### config.mk
export PLATFORM = sky130hd
export DESIGN_NAME = stage_skid_reg
export DESIGN_NICKNAME = d
export VERILOG_FILES = /design/src/rtl/stage_skid_reg.sv
export SDC_FILE = /design/constraint.sdc
export NUM_CORES = 1
export LEC_CHECK = 0
export ABC_AREA = 0
export CAP_MARGIN = 20
export CORE_MARGIN = 4
export CORE_UTILIZATION = 55
export DETAILED_ROUTE_END_ITERATION = 12
export PLACE_DENSITY = 0.95
export SYNTH_ARGS = -nofsm -noshare
export SYNTH_HDL_FRONTEND = slang
export SYNTH_SLANG_ARGS = --single-unit
### constraint.sdc
create_clock -name clk_SR -period 3.8 [get_ports clk_SR]
set_clock_uncertainty 0.2 [all_clocks]
set_input_delay 1.14 -clock clk_SR [delete_from_list [all_inputs] [get_ports clk_SR]]
set_output_delay 1.14 -clock clk_SR [all_outputs]
set_load 0.02 [all_outputs]
### src/rtl/stage_skid_reg.sv
// Two-entry pipeline stage (main + skid) with registered ready and NOP-masked control.
// Optional perf counters are enabled with macro STAGE_SKID_PERF_CNT_EN.
module stage_skid_reg #(
    parameter int unsigned DATA_W = 128,
    parameter int unsigned CTRL_W = 16
) (
    input  logic              clk_SR,
    input  logic              rst_n_SR,
    input  logic              flush_SR,
    input  logic              valid_in_SR,
    output logic              ready_out_SR,
    input  logic [DATA_W-1:0] data_in_SR,
    input  logic [CTRL_W-1:0] ctrl_in_SR,
    output logic              valid_out_SR,
    input  logic              ready_in_SR,
    output logic [DATA_W-1:0] data_out_SR,
    output logic [CTRL_W-1:0] ctrl_out_SR
`ifdef STAGE_SKID_PERF_CNT_EN
    ,
    output logic [31:0]       stall_cnt_SR,
    output logic [31:0]       kill_cnt_SR
`endif
);

    localparam logic [1:0] StEmpty = 2'd0;
    localparam logic [1:0] StFull  = 2'd1;
    localparam logic [1:0] StSkid  = 2'd2;

    logic [1:0]        state_q, state_d;
    logic [DATA_W-1:0] main_data_q, skid_data_q;
    logic [CTRL_W-1:0] main_ctrl_q, skid_ctrl_q;
    logic              main_load, main_from_skid, skid_load;

    always_comb begin
        state_d        = state_q;
        main_load      = 1'b0;
        main_from_skid = 1'b0;
        skid_load      = 1'b0;
        if (flush_SR) begin
            state_d = StEmpty;
        end else begin
            unique case (state_q)
                StEmpty: begin
                    if (valid_in_SR) begin
                        main_load = 1'b1;
                        state_d   = StFull;
                    end
                end
                StFull: begin
                    if (valid_in_SR && ready_in_SR) begin
                        main_load = 1'b1;
                    end else if (valid_in_SR) begin
                        skid_load = 1'b1;
                        state_d   = StSkid;
                    end else if (ready_in_SR) begin
                        state_d = StEmpty;
                    end
                end
                StSkid: begin
                    // Upstream is blocked here, so only the drain of skid into main can occur.
                    if (ready_in_SR) begin
                        main_from_skid = 1'b1;
                        state_d        = StFull;
                    end
                end
                default: state_d = StEmpty;
            endcase
        end
    end

    always_ff @(posedge clk_SR or negedge rst_n_SR) begin
        if (!rst_n_SR) begin
            state_q     <= StEmpty;
            main_data_q <= '0;
            main_ctrl_q <= '0;
            skid_data_q <= '0;
            skid_ctrl_q <= '0;
        end else begin
            state_q <= state_d;
            if (main_load) begin
                main_data_q <= data_in_SR;
                main_ctrl_q <= ctrl_in_SR;
            end else if (main_from_skid) begin
                main_data_q <= skid_data_q;
                main_ctrl_q <= skid_ctrl_q;
            end
            if (skid_load) begin
                skid_data_q <= data_in_SR;
                skid_ctrl_q <= ctrl_in_SR;
            end
        end
    end

    assign ready_out_SR = (state_q != StSkid);
    assign valid_out_SR = (state_q == StFull) || (state_q == StSkid);
    assign data_out_SR  = main_data_q;
    assign ctrl_out_SR  = valid_out_SR ? main_ctrl_q : '0;

`ifdef STAGE_SKID_PERF_CNT_EN
    logic [31:0] stall_cnt_q, kill_cnt_q;
    logic [1:0]  held_cnt;
    logic [32:0] kill_sum;

    always_comb begin
        held_cnt = 2'd0;
        if (state_q == StFull) held_cnt = 2'd1;
        if (state_q == StSkid) held_cnt = 2'd2;
        kill_sum = {1'b0, kill_cnt_q} + {31'b0, held_cnt};
    end

    always_ff @(posedge clk_SR or negedge rst_n_SR) begin
        if (!rst_n_SR) begin
            stall_cnt_q <= '0;
            kill_cnt_q  <= '0;
        end else begin
            if (valid_out_SR && !ready_in_SR && (stall_cnt_q != 32'hFFFF_FFFF)) begin
                stall_cnt_q <= stall_cnt_q + 32'd1;
            end
            if (flush_SR) begin
                kill_cnt_q <= kill_sum[32] ? 32'hFFFF_FFFF : kill_sum[31:0];
            end
        end
    end

    assign stall_cnt_SR = stall_cnt_q;
    assign kill_cnt_SR  = kill_cnt_q;
`endif

endmodule

==> results.toml <==
[global_routing]
grt_start_max_net_pins = 78
grt_pass1_wl_um = 48490
grt_antenna_before_repair = 1
track_usage_pct = 23.29
grt_overflow = 0
grt_pass1_vias = 8861

[setup_path]
cp-end-kind = "output pin"
r2r_cells = 6
arrival_ns = 2.35
cpLargestDelayFamily = "buffers and inverters"
cp-start-kind = "flop"
cp_num_cells = 5
crit_slowest_cell = "clkdlybuf4s50_1"
cp_max_fo = 17
cp_cell_sequence = "inv_1 > ha_1 > buf_4 > and2_1 > clkdlybuf4s50_1"
required_ns = 2.46
worstSetupPathType = "reg2out"
worst-path-buf-inv = 3
cpPeakStageDelay_ns = 0.62

[flow_run]
drv_cap = 0

[place]
dpl_worst_slack_ns = 0.3316
io_buffers = 294
dp_hpwl_um = 20160
gp_congestion = 0.7796

[timing]
fmax_mhz = 270.8
fin_crit_sh_pct = 97.18
tightestPinTransition_ns = 0.6359
slew_headroom_pct = 57.61
finalHoldViolCount = 0
hold_ws_ns = 0.2997
worst_slack_ns = 0.1073
period_minus_slack_ns = 3.693
slew_violations = 0
setup_viol = 0

[power_and_ir_drop]
sequentialPowerShare_pct = 38.3
switching_power_mw = 4.533
combPwrFrac_pct = 41.1
p_int_mw = 9.961
swShare_pct = 31.27
ir_drop_v = 0.0006339
power_density_nw_per_um2 = 836.7
power.share.clock_pct = 20.6
power.static_leakage_nw = 7.708

[synth]
synth_nets = 962
synth_top_area_cell = "dfrtp_1"
synth.cell_area_um2 = 12910
synth.area.top_cells = "dfrtp_1 56%, mux2_2 33%, mux2_4 7.0%"
yosysTopAreaCellShare_pct = 56.21
syn_area_per_cell_um2 = 15.96
synth_cell_type_count = 20
yosysSeqAreaShare_pct = 56.21
syn_inst = 809
ys_warn_count = 0
synth_seq_cells = 290

[clock_network]
clk_root_buffer_cell = "clkbuf_16"
cts.sinks = 290
cts_buffers = 30
cts_tree = "done"
clk_pin_slew_worst_paths_ns = 0.06
insertion_delay_ns = 0.54
cts.path.max_buffers = 3
htree_num_levels = 1

[floorplan]
start_util_pct = 56.51
die_width_um = 161.2
die_area_um2 = 25990
core_um2 = 22850
std_cell_rows = 55
ios = 295
dieHeight_um = 161.2

[routing]
firstDrtPassIters = 4
wl_met3_um = 2268
postRouteAntennaNets = 0
met2WireLength_um = 15980
top_layer_used = "met5"
viasPerCell = 5.398
wl_met1_um = 11640
avgRoutedWirePerCell_um = 21.33
drc = 0
routed-via-count = 7790
wirelength_um = 30770
drt_iter0_markers = 345

[cells_and_area]
drive_gt1_share_pct = 45.04
antenna_cells = 0
syn_to_final_growth_pct = 34.18
nFillCells = 1294
fin_nets = 1259

[hold_path]
hold_path_depth = 1
min_path_type = "reg2reg"

[run_status]
status = "completed"
flip-flops by register name, indices dropped and copies added (netlist names):
name         cells
main_ctrl_q     16
skid_ctrl_q     16
state_q          2
skid_data_q    128
data_out_SR    128
power by group through the flow:
stage          clock network, mW  logic (mW)  registers [mW]
2_1_floorplan                  0        2.74            6.17
3_5_place_dp                   0        5.96            5.54
4_1_cts                     3.05        6.04            5.54
5_1_grt                     3.18        6.33            5.72
3_3_place_gp                   0        5.73            5.42
6_report                    2.99        5.96            5.55
Yosys cell counts:
cell / count
a21oi_1: 1
a221oi_1: 1
and2_1: 16
and4bb_2: 1
buf_2: 40
buf_6: 8
clkbuf_1: 1
dfrtp_1: 290
ha_1: 4
inv_1: 4
mux2_2: 373
mux2_4: 60
mux2i_1: 1
nand2b_1: 1
nand3b_1: 2
nor2_1: 2
nor2b_1: 1
nor3_1: 1
or3b_1: 1
xnor2_1: 1
routing by layer:
layer	global-route usage [%]	up-vias
met5	0	-
met4	6.320	2
met3	6.992	67
met2	41.94	270
met1	27.19	3943
li1	-	3508
layout by cell type (no fill, tap or decap):
cell               n
mux2_2           373
dfrtp_1          290
clkdlybuf4s50_1  281
mux2_4            60
clkbuf_16         31
and2_1            16
dlymetal6s2s_1    12
buf_12            12
clkbuf_8           8
clkinv_2           8
buf_4              8
inv_1              4
ha_1               4
clkbuf_1           3
clkinv_4           3
nand3b_1           2
nor2_1             2
bufinv_16          2
a21oi_1            1
or3b_4             1
and4bb_4           1
nor3_1             1
xnor2_1            1
nor2b_1            1
a221oi_1           1
nand2b_1           1
mux2i_1            1
clkinvlp_4         1
buf_8              1
what timing repair did:
action | in CTS | in global routing
hold buffers | 0 | 0
endpoints found under the setup margin | 0 | 12
setup buffers | 0 | 0
resized for setup | 0 | 12
cells by family (layout without fill, tap and decap cells):
logic type	count (synthesis)	after routing	share of synthesized area, %
adders and majority gates	4	4	0.3876
DFF	290	290	56.21
and+or+nand+nor	25	25	1.250
xor gates and xnor gates	1	1	0.06785
muxes	434	434	39.59
buffers and inverters	53	374	2.394
AOI/OAI and AO/OA	2	2	0.1066
stage by stage:
| step | area [um2] | std cells | power [mW] | setup TNS [ns] | utilization [%] |
|---|---|---|---|---|---|
| final | 17320 | 1443 | 14.49 | 0 | 75.83 |
| after global routing | 17320 | 1443 | 15.23 | -0.003370 | 75.83 |
| after CTS | 17290 | 1443 | 14.63 | 0 | 75.70 |
| after detailed placement | 16260 | 1387 | 11.50 | 0 | 71.18 |
| after global placement | 16260 | 1387 | 11.15 | 0 | 71.18 |
| after floorplan | 12910 | 809 | 8.912 | 0 | - |
final timing paths:
path	startpoint	endpoint	slack, ns
worst min register to register	skid_data_q[101]	skid_data_q[101]	0.30
min in group asynchronous	rst_n_SR	data_out_SR[58]	0.39
worst max-delay path	state_q[1]	ctrl_out_SR[8]	0.11
worst min-delay path	skid_data_q[101]	skid_data_q[101]	0.30
max in group asynchronous	rst_n_SR	data_out_SR[27]	2.25
worst max register to register	state_q[1]	data_out_SR[103]	1.31
final cells by class:
class / instances / area [um2] / share of cell area, %
multi-input combinational: 466 / 5351 / 30.89
timing repair buffer: 314 / 3278 / 18.92
inverter: 4 / 15.01 / 0.08667
tap: 313 / 391.6 / 2.261
clock inverter: 14 / 133.9 / 0.7728
sequential: 290 / 7257 / 41.89
clock buffer: 42 / 897.1 / 5.178
No activity file was read; power rests on OpenSTA's default activity.
==> variant: new RTL, same settings <==
Change the parameter `DATA_W` from 128 to 192.
--- a/src/rtl/stage_skid_reg.sv
+++ b/src/rtl/stage_skid_reg.sv
@@ -1,7 +1,7 @@
 // Two-entry pipeline stage (main + skid) with registered ready and NOP-masked control.
 // Optional perf counters are enabled with macro STAGE_SKID_PERF_CNT_EN.
 module stage_skid_reg #(
-    parameter int unsigned DATA_W = 128,
+    parameter int unsigned DATA_W = 192,
     parameter int unsigned CTRL_W = 16
 ) (
     input  logic              clk_SR,
Interface: changed (resized data_in_SR and data_out_SR); port bits go from 295 to 423. The function was not compared with the original's and may differ.
==> variant against the original RTL <==
  * Clock power rose by 49%
  * Sequential share of layout area grew 0.059 points
  * Synthesized area increased by 44%
  * Total power is 47% higher
  * Sequential cell count increased by 128
  * Wire length is 60% higher
  * Design area up 44%
  * First-iteration DRC count grew 16%
  * Setup slack lost 0.016 ns
  * Synthesized cell count is 42% higher
  * Largest power group unchanged
  * Highest routed layer unchanged
==> variant: results (changes against the original RTL) <==
initial antenna violation count 3 (+2); All-Layer GR Usage 26.4% (+3.2 points); Ys Warns 0 (unchanged); layout net count 1804 (+43%); CTS max path bufs 3 (unchanged); R2R Path Start state_q[1]$_DFFE_PN0P_; share of flip-flops with an asynchronous set or reset 100% (unchanged); gpl congestion 0.806 (+3.4%); biggest area contributors in the synthesized netlist dfrtp_1 (56%), mux2_2 (32%), mux2_4 (8.1%), buf_2 (1.1%), buf_6 (1.0%); drt first pass iters 5 (+1); H-tree depth 2 (+1); Post-synth top cells mux2_2 (525), dfrtp_1 (418), mux2_4 (100); layout cells sized above 1 45.7% (+0.69 points); Crit path arrival time 2.37 ns (+0.02 ns); sw frac 32.1% (+0.87 points); hold path start skid_data_q[9]$_DFFE_PN0P_; Port Buffers 422 (+44%); CTS buffer count 44 (+47%); Clk Latency, worst-skew pair 0.55 ns; clk root buf clkbuf_16; status finished clean; via count 11.4k (+47%); largest net degree at the start of global routing 83 (+6.4%); pre-CTS setup slack 0.216 ns (-0.116 ns); WS Path Type reg -> out; postcts setup bufs 0 (unchanged); Hold Path Class reg -> reg; VDD IR max 0.626 mV (-1.3%); WHS Path Cells 1 (unchanged); total gr overflow 0 (unchanged); top_reg_cell synth dfrtp_1; global-route wire length before repair 75700 um (+56%); post-DR wirelength/cell 23.9 um (+12%); Synth cell types 21 (+5.0%); Syn Nets 1367 (+42%); Clock Pin Slew Worst Setup and Hold Paths 0.06 ns (about the same); Reg2Reg Depth 6 (unchanged); CP max FO 17 (unchanged); cell leakage power 10.9 nW (+41%); Starting DRT DRC Count 401 (+16%); vias in the first global route 13.2k (+49%); Worst-Margin Slew 0.678 ns (+0.0423 ns); hpwl dp 32700 um (+62%); Fillers 1811 (+40%); sequential area share after synthesis 56.2% (about the same)
variant: cell types whose count changed in the layout (fill, tap and decap cells not counted), moves of 12 or more:
cell,delta
dfrtp_1,+128
clkdlybuf4s50_1,+140
buf_4,+15
dlymetal6s2s_1,-12
clkbuf_16,+14
mux2_2,+152
mux2_4,+40
variant: cell families after synthesis:
group / Yosys count / synth area share [%]
buffers and inverters: 74 / 2.68
muxes: 626 / 39.9
xor gates and xnor gates: 1 / 0.0471
adders and majority gates: 4 / 0.269
AOI/OAI and AO/OA: 2 / 0.0739
and+or+nand+nor: 25 / 0.854
DFF: 418 / 56.2
variant: critical path: stages (launching register included):
cell and delay (ns):
dfrtp_1 0.41, inv_1 0.11, ha_4 0.41, and2_1 0.24
clkdlybuf4s50_1 0.64
variant: path summary, 6_finish.rpt:
| path | endpoint | slack, ns |
|---|---|---|
| worst max-delay path | ctrl_out_SR[5] | 0.09 |
| worst min-delay path | skid_data_q[9]$_DFFE_PN0P_ | 0.30 |
| worst max register to register | data_out_SR[43]$_DFFE_PN0P_ | 1.27 |
| worst min register to register | skid_data_q[9]$_DFFE_PN0P_ | 0.30 |
| max in group asynchronous | skid_data_q[64]$_DFFE_PN0P_ | 2.11 |
| min in group asynchronous | data_out_SR[185]$_DFFE_PN0P_ | 0.39 |
variant: cell type report:
type                       instances  area, um^2  area share [%]
tap                              448         561            2.25
clock buffer                      57        1240            4.98
timing repair buffer             461        4720            18.9
clock inverter                    20         249           0.999
sequential                       418       10500            41.9
inverter                           4        15.0          0.0602
multi-input combinational        658        7680            30.8
antenna                            1        2.50          0.0100
variant: through the flow:
step                      cell area (um^2)  std cells  power (mW)  hold WS (ns)  utilization, %
final                                24900       2067        21.4         0.303            74.5
after global routing                 24900       2067        22.3         0.317            74.5
after CTS                            24900       2066        21.5         0.305            74.5
after detailed placement             23400       1989        16.7         0.292            70.0
after global placement               23400       1989        16.2         0.285            70.0
after floorplan                      18600       1150        12.9         0.277               -
variant: power by group through the flow:
stage | combinational, mW | clock, mW | sequential [mW]
after global placement | 8.33 | 0 | 7.82
final | 8.80 | 4.45 | 8.12
after CTS | 8.87 | 4.51 | 8.09
after floorplan | 3.93 | 0 | 8.96
after global routing | 9.30 | 4.69 | 8.33
after detailed placement | 8.66 | 0 | 8.04
variant: repair_timing:
action / 4_1_cts / 5_1_grt
endpoints found under the setup margin: 17 / 0
gates resized for setup: 2 / 0
hold endpoints to repair: 0 / 0
variant: per-layer routing:
layer	part of all wire, %	up-vias	track usage (%)	wire (um)
met2	52	453	47.0	25400
met3	8.0	123	8.05	3950
li1	-	5012	-	-
met4	3.6	2	9.50	1750
met5	0.026	-	0	13
met1	37	5850	30.2	18200
